[config.mk]
export PLATFORM = sky130hd
export DESIGN_NAME = alu_pipe
export DESIGN_NICKNAME = d
export VERILOG_FILES = /design/src/rtl/alu_pipe.sv
export SDC_FILE = /design/constraint.sdc
export NUM_CORES = 1
export LEC_CHECK = 0
export CAP_MARGIN = 20
export CELL_PAD_IN_SITES_DETAIL_PLACEMENT = 1
export CELL_PAD_IN_SITES_GLOBAL_PLACEMENT = 1
export CORE_ASPECT_RATIO = 0.7
export CORE_MARGIN = 2
export CORE_UTILIZATION = 46
export DETAILED_ROUTE_END_ITERATION = 8
export GPL_TIMING_DRIVEN = 0
export PLACE_DENSITY = 0.92
export SYNTH_ARGS = -nofsm -noshare
export SYNTH_HDL_FRONTEND = slang
export SYNTH_SLANG_ARGS = --single-unit
[constraint.sdc]
create_clock -name clk -period 5.1 [get_ports clk]
set_input_delay 0.51 -clock clk [delete_from_list [all_inputs] [get_ports clk]]
set_output_delay 0.51 -clock clk [all_outputs]
set_load 0.02 [all_outputs]
[src/rtl/alu_pipe.sv]
// Registered ALU with valid/ready handshakes and an iterative unsigned multiply.
// Ports: clk, rst, in_valid/in_ready, opcode, A, B, out_valid/out_ready, result, zero/carry/overflow/sign, illegal.
module alu_pipe #(
  parameter int WIDTH = 32
) (
  input  logic             clk,
  input  logic             rst,
  input  logic             in_valid,
  output logic             in_ready,
  input  logic [3:0]       opcode,
  input  logic [WIDTH-1:0] A,
  input  logic [WIDTH-1:0] B,
  output logic             out_valid,
  input  logic             out_ready,
  output logic [WIDTH-1:0] result,
  output logic             zero,
  output logic             carry,
  output logic             overflow,
  output logic             sign,
  output logic             illegal
);

  localparam int SHW = $clog2(WIDTH);

  localparam logic [3:0] OP_ADD = 4'd0;
  localparam logic [3:0] OP_SUB = 4'd1;
  localparam logic [3:0] OP_AND = 4'd2;
  localparam logic [3:0] OP_OR  = 4'd3;
  localparam logic [3:0] OP_XOR = 4'd4;
  localparam logic [3:0] OP_CMP = 4'd5;
  localparam logic [3:0] OP_SLL = 4'd6;
  localparam logic [3:0] OP_SRL = 4'd7;
  localparam logic [3:0] OP_SRA = 4'd8;
  localparam logic [3:0] OP_MUL = 4'd9;

  localparam logic [SHW-1:0] CNT_LAST = SHW'(WIDTH - 1);

  typedef enum logic [1:0] {
    IDLE,
    BUSY,
    DONE
  } state_t;

  typedef struct packed {
    logic [WIDTH-1:0] res;
    logic             z;
    logic             c;
    logic             v;
    logic             s;
    logic             ill;
  } out_t;

  state_t               state;
  out_t                 out_q;
  out_t                 alu_out;
  out_t                 mul_out;
  logic [2*WIDTH-1:0]   mcand;
  logic [WIDTH-1:0]     mplier;
  logic [2*WIDTH-1:0]   acc;
  logic [2*WIDTH-1:0]   acc_nxt;
  logic [SHW-1:0]       cnt;
  logic                 accept;

  // Single-cycle operations. Shifts use a one-bit extension so the last bit
  // shifted out falls into the spare position (and stays 0 for amount 0).
  function automatic out_t calc(
    input logic [3:0]       op,
    input logic [WIDTH-1:0] a,
    input logic [WIDTH-1:0] b
  );
    out_t             o;
    logic [WIDTH:0]   ext;
    logic [SHW-1:0]   sh;
    o   = '0;
    ext = '0;
    sh  = b[SHW-1:0];
    unique case (op)
      OP_ADD: begin
        ext   = {1'b0, a} + {1'b0, b};
        o.res = ext[WIDTH-1:0];
        o.c   = ext[WIDTH];
        o.v   = (a[WIDTH-1] == b[WIDTH-1])
              & (o.res[WIDTH-1] != a[WIDTH-1]);
      end
      OP_SUB, OP_CMP: begin
        o.res = a - b;
        o.c   = (a < b);
        o.v   = (a[WIDTH-1] != b[WIDTH-1])
              & (o.res[WIDTH-1] != a[WIDTH-1]);
      end
      OP_AND: o.res = a & b;
      OP_OR:  o.res = a | b;
      OP_XOR: o.res = a ^ b;
      OP_SLL: begin
        ext   = {1'b0, a} << sh;
        o.res = ext[WIDTH-1:0];
        o.c   = ext[WIDTH];
      end
      OP_SRL: begin
        ext   = {a, 1'b0} >> sh;
        o.res = ext[WIDTH:1];
        o.c   = ext[0];
      end
      OP_SRA: begin
        ext   = $unsigned($signed({a, 1'b0}) >>> sh);
        o.res = ext[WIDTH:1];
        o.c   = ext[0];
      end
      default: o.ill = 1'b1;
    endcase
    if (!o.ill) begin
      o.z = (o.res == '0);
      o.s = o.res[WIDTH-1];
    end
    // CMP reports flags of the difference but never writes a value back.
    if (op == OP_CMP) begin
      o.res = '0;
    end
    return o;
  endfunction

  assign alu_out = calc(opcode, A, B);

  assign acc_nxt = acc + (mplier[0] ? mcand : '0);

  always_comb begin
    mul_out     = '0;
    mul_out.res = acc_nxt[WIDTH-1:0];
    mul_out.z   = (acc_nxt[WIDTH-1:0] == '0);
    mul_out.s   = acc_nxt[WIDTH-1];
    mul_out.c   = |acc_nxt[2*WIDTH-1:WIDTH];
    mul_out.v   = |acc_nxt[2*WIDTH-1:WIDTH];
  end

  assign in_ready = (state == IDLE)
                  || (state == DONE && out_ready);
  assign accept   = in_valid && in_ready;

  always_ff @(posedge clk) begin
    if (rst) begin
      state     <= IDLE;
      out_q     <= '0;
      out_valid <= 1'b0;
      mcand     <= '0;
      mplier    <= '0;
      acc       <= '0;
      cnt       <= '0;
    end else begin
      unique case (state)
        BUSY: begin
          mcand  <= mcand << 1;
          mplier <= mplier >> 1;
          acc    <= acc_nxt;
          cnt    <= cnt + 1'b1;
          if (cnt == CNT_LAST) begin
            out_q     <= mul_out;
            out_valid <= 1'b1;
            cnt       <= '0;
            state     <= DONE;
          end
        end
        default: begin
          if (state == DONE && out_ready) begin
            out_valid <= 1'b0;
            state     <= IDLE;
          end
          if (accept) begin
            if (opcode == OP_MUL) begin
              mcand     <= {{WIDTH{1'b0}}, A};
              mplier    <= B;
              acc       <= '0;
              cnt       <= '0;
              out_valid <= 1'b0;
              state     <= BUSY;
            end else begin
              out_q     <= alu_out;
              out_valid <= 1'b1;
              state     <= DONE;
            end
          end
        end
      endcase
    end
  end

  assign result   = out_q.res;
  assign zero     = out_q.z;
  assign carry    = out_q.c;
  assign overflow = out_q.v;
  assign sign     = out_q.s;
  assign illegal  = out_q.ill;

endmodule

==> summary.txt <==
Clocking
  – Max clock buf depth: 3
  – CTS buffer count: 24
  – H-tree levels: 1
  – CTS Hold Buffers Added: 0
  – # clock sinks: 204
  – Worst-path clk slew: 0.06 ns
  – CTS root buf: clkbuf_16
  – Worst-Skew Late Latency: 0.58 ns
  – CTS tree: built

Timing
  – Period utilization: 102%
  – Worst Max-Slew Pin Slew: ~1.2 ns
  – Worst clock skew: around 0.042 ns
  – Tmin final: roughly 5.2 ns
  – Max Slew Vio Count: 0
  – RSZ-0062 raised after global routing: yes
  – Setup ws final: -0.115 ns
  – Final hold vios: 0
  – Final setup viols: 4
  – Fmax: 192 MHz
  – Rel. slew slack: 21.2%

Setup path
  – FF-to-FF End: carry
  – Critical path launch point: mplier[0]
  – Worst path required time: 5.52 ns
  – CP Max Fanout: 11
  – Critical Path Slowest Stage Cell: nor3b_4
  – Critical Path Start Type: flip-flop
  – Critical-path cell list: clkbuf_1 > and2_1 > ha_1 > clkbuf_1 > nand4_1 > nor3_4 > nand3_1 > nor3b_4 > nor3_1 > mux2i_1 > a2111o_1 > nor4_2 > nand4_1 > nor4_4 > o32ai_1
  – Setup Crit Path Kind: reg2reg
  – Critical path arrival: 5.64 ns
  – Worst path max stage delay: between 0.5 and 0.6 ns
  – Reg2Reg Depth: 15
  – Worst r2r src: mplier[0]
  – Capturing element type of the critical path: flip-flop
  – R2r setup slk: -0.12 ns
  – CP endpoint: carry

Min path
  – Worst Hold Class: reg2reg
  – Min-delay src: mplier[12]

Drt
  – DR iter-0 viols: 4,913
  – Top Layer Used: met5
  – Final wirelength: 130 mm
  – DRC viols: 0
  – Routed via count: 28,764
  – DR WL met3: 23.9 mm
  – Vias/cell: 7.41
  – Drt first pass iters: 6
  – WL per Instance: around 34 um
  – Met2 WL: 48.8 mm
  – Antenna-violating nets left: 0
  – Met1 wire length: around 52 mm

Synthesis
  – Synth top area share: 18.2%
  – Largest family of logic cells by synthesized area: compound AO/OA/AOI/OAI gates
  – Unique masters post-synth: ~100
  – Post-Syn Instances: 3,073
  – Ys flop type: dfxtp_1
  – Yosys Warn Count: 0
  – Count leader, synth: nand2_1
  – Top post-synthesis cells by area: dfxtp_1 18%, ha_1 9.5%, a21oi_1 7.6%, nand2_1 6.1%, mux4_2 5.2%
  – Seq/Total Area, Yosys: a little under a fifth
  – Number of synthesized flops with an enable pin: 0
  – Mapped cell area: 22,400 sq um
  – Mux contribution to synthesized area: 8.69%
  – Xor/xnor share of the synthesized area: 2.38%
  – Compound-gate portion of the synthesized area: 31.1%
  – Post-synth top cells: 362 x nand2_1, 341 x a21oi_1, 257 x nor2_1, 211 x clkbuf_1, 204 x dfxtp_1
  – Mean Syn Cell Area: 7.30 sq um
  – Largest area contributor in the netlist: dfxtp_1
  – Async SR Flop Fraction: 0%
  – Synthesized net count: 3,319
  – Synthesized-area fraction occupied by and/or/nand/nor cells: 23.0%
  – Post-Synth Adder-Cell Area: 9.80%
  – Yosys reg bits: just over 200

GRT
  – Pin count of the biggest net entering global routing: 20
  – GRT Overall Usage: 49.9%
  – Initial antenna violation count: 12
  – Global-route wire length before repair: 187 mm
  – GRT Residual Overflow: 0
  – Vias in the first global route: ~27,000

Die
  – Io pins: 111
  – Starting Density: 46.7%
  – Chip height: about 190 um
  – Std-Cell Rows: between 60 and 70
  – Die width: 268 um
  – Die Footprint: 50,600 sq um
  – Core Region: 48,000 sq um

Place
  – HPWL after detailed placement: 103 mm
  – Pre-CTS setup slack: -1.73 ns
  – Port Buffer Count: 107
  – DP Area: 24,400 sq um
  – Gpl congestion: 1.18

Layout
  – Layout area overhead: 13.9%
  – Post-Layout Inst Area: 25,600 sq um
  – # nets final: 3,454
  – Share of cells above drive strength 1: 7.97%

Pwr
  – Leak: roughly 9.9 nW
  – VDD IR max: 0.241 mV
  – PwrDens: between 200 and 250 nW/um^2

Run status
  – Failing checks: negative setup slack
  – Status: finished with violations

Job
  – MaxCap Viol Count: 0
-- state kept, by name, summed over array words and instances, names as in the netlist --
| register | flops |
|---|---|
| acc | 64 |
| mcand | 64 |
| mplier | 32 |
| result | 32 |
| cnt | 5 |
| carry | 1 |
| illegal | 1 |
| out_valid | 1 |
| overflow | 1 |
| sign | 1 |
| state | 1 |
| zero | 1 |
-- layout make-up --
type	instances	area, sq um
Fill cell	6116	22500
Multi-Input combinational cell	2491	17100
Sequential cell	204	4090
Timing Repair Buffer	121	1190
Buffer	252	1090
Tap cell	655	820
Clock buffer	34	698
Inverter	114	432
Clock inverter	10	126
Antenna cell	3	7.51
-- routing by layer --
layer  up-vias  track usage [%]
met2      2460             66.2
met4        16             14.0
met5         -                0
li1      11684                -
met1     14179             69.9
met3       425             25.1
-- worst min-delay path by stage --
stage                             to  slack [ns]  depth (start not counted)
after global routing      mplier[16]        0.48                          2
after floorplan           mplier[10]        0.44                          2
after global placement     mplier[7]        0.44                          2
final                     mplier[12]        0.45                          2
after CTS                  mplier[4]        0.46                          2
after detailed placement   mplier[7]        0.45                          2
-- cell families after synthesis --
kind of cell | after synthesis
xor gates and xnor gates | 61
AOI/OAI and AO/OA | 1053
buffers and inverters | 378
adders and majority gates | 174
DFF | 204
muxes | 122
and+or+nand+nor | 1081
-- cells in the final DEF (no fill, tap or decap), types with 16 or more instances in the layout --
cell type / netlist / final
and3_1: 28 / 28
o21ai_1: 27 / 28
a31oi_1: 29 / 28
and2_1: 80 / 80
or3_1: 20 / 20
mux2_2: 18 / 18
dfxtp_1: 204 / 203
ha_1: 171 / 170
o22ai_1: 16 / 16
a22oi_1: 110 / 108
a21oi_1: 341 / 338
o21a_1: 27 / 27
o21ai_0: 129 / 127
mux2i_1: 44 / 44
clkbuf_1: 211 / 180
nand3_1: 82 / 82
clkdlybuf4s50_1: 0 / 102
nor2_1: 257 / 256
clkbuf_16: 0 / 24
nand4_1: 46 / 46
o211ai_1: 47 / 47
clkbuf_2: 0 / 21
a21o_1: 47 / 47
nor4_1: 22 / 18
nor2b_1: 23 / 23
nor3_1: 77 / 75
mux4_2: 52 / 52
o31ai_1: 20 / 19
o21bai_1: 21 / 21
xnor2_1: 36 / 36
a221oi_1: 24 / 23
a311oi_1: 21 / 20
a211oi_1: 36 / 32
xor2_1: 25 / 25
inv_1: 107 / 105
nand2b_1: 18 / 18
buf_2: 30 / 32
nand2_1: 362 / 362
-- power breakdown --
group / switching (mW) / internal [mW]
clock: 0.796 / 1.06
combinational: 1.22 / 0.552
sequential: 0.0362 / 1.63
total: 2.05 / 3.24
-- metrics by stage --
stage / instances / TNS (ns) / power [mW] / util [%] / hold slack [ns]
floorplan: 3073 / 0 / 2.60 / - / 0.436
global placement: 3835 / -34.80 / 3.25 / 50.7 / 0.443
detailed placement: 3840 / -33.52 / 3.29 / 50.8 / 0.449
CTS: 3881 / 0 / 5.12 / 52.8 / 0.458
global route: 3882 / -0.149 / 5.36 / 53.2 / 0.481
finish: 3884 / -0.298 / 5.29 / 53.2 / 0.454
-- worst max-delay path, delay by kind of cell (launching register included) --
kind	cells	cell delay, ns
simple gates	9	2.93
buf+inv	2	0.67
compound gates	2	0.65
flops	1	0.49
mux	1	0.17
fa+ha+maj	1	0.13
-- timing repair --
action                     in CTS  in global routing
resized for setup              39                 67
pin swaps                       1                  7
setup buffers                   1                  6
setup endpoints to repair      29                 11
No activity file was read; power rests on OpenSTA's default activity.
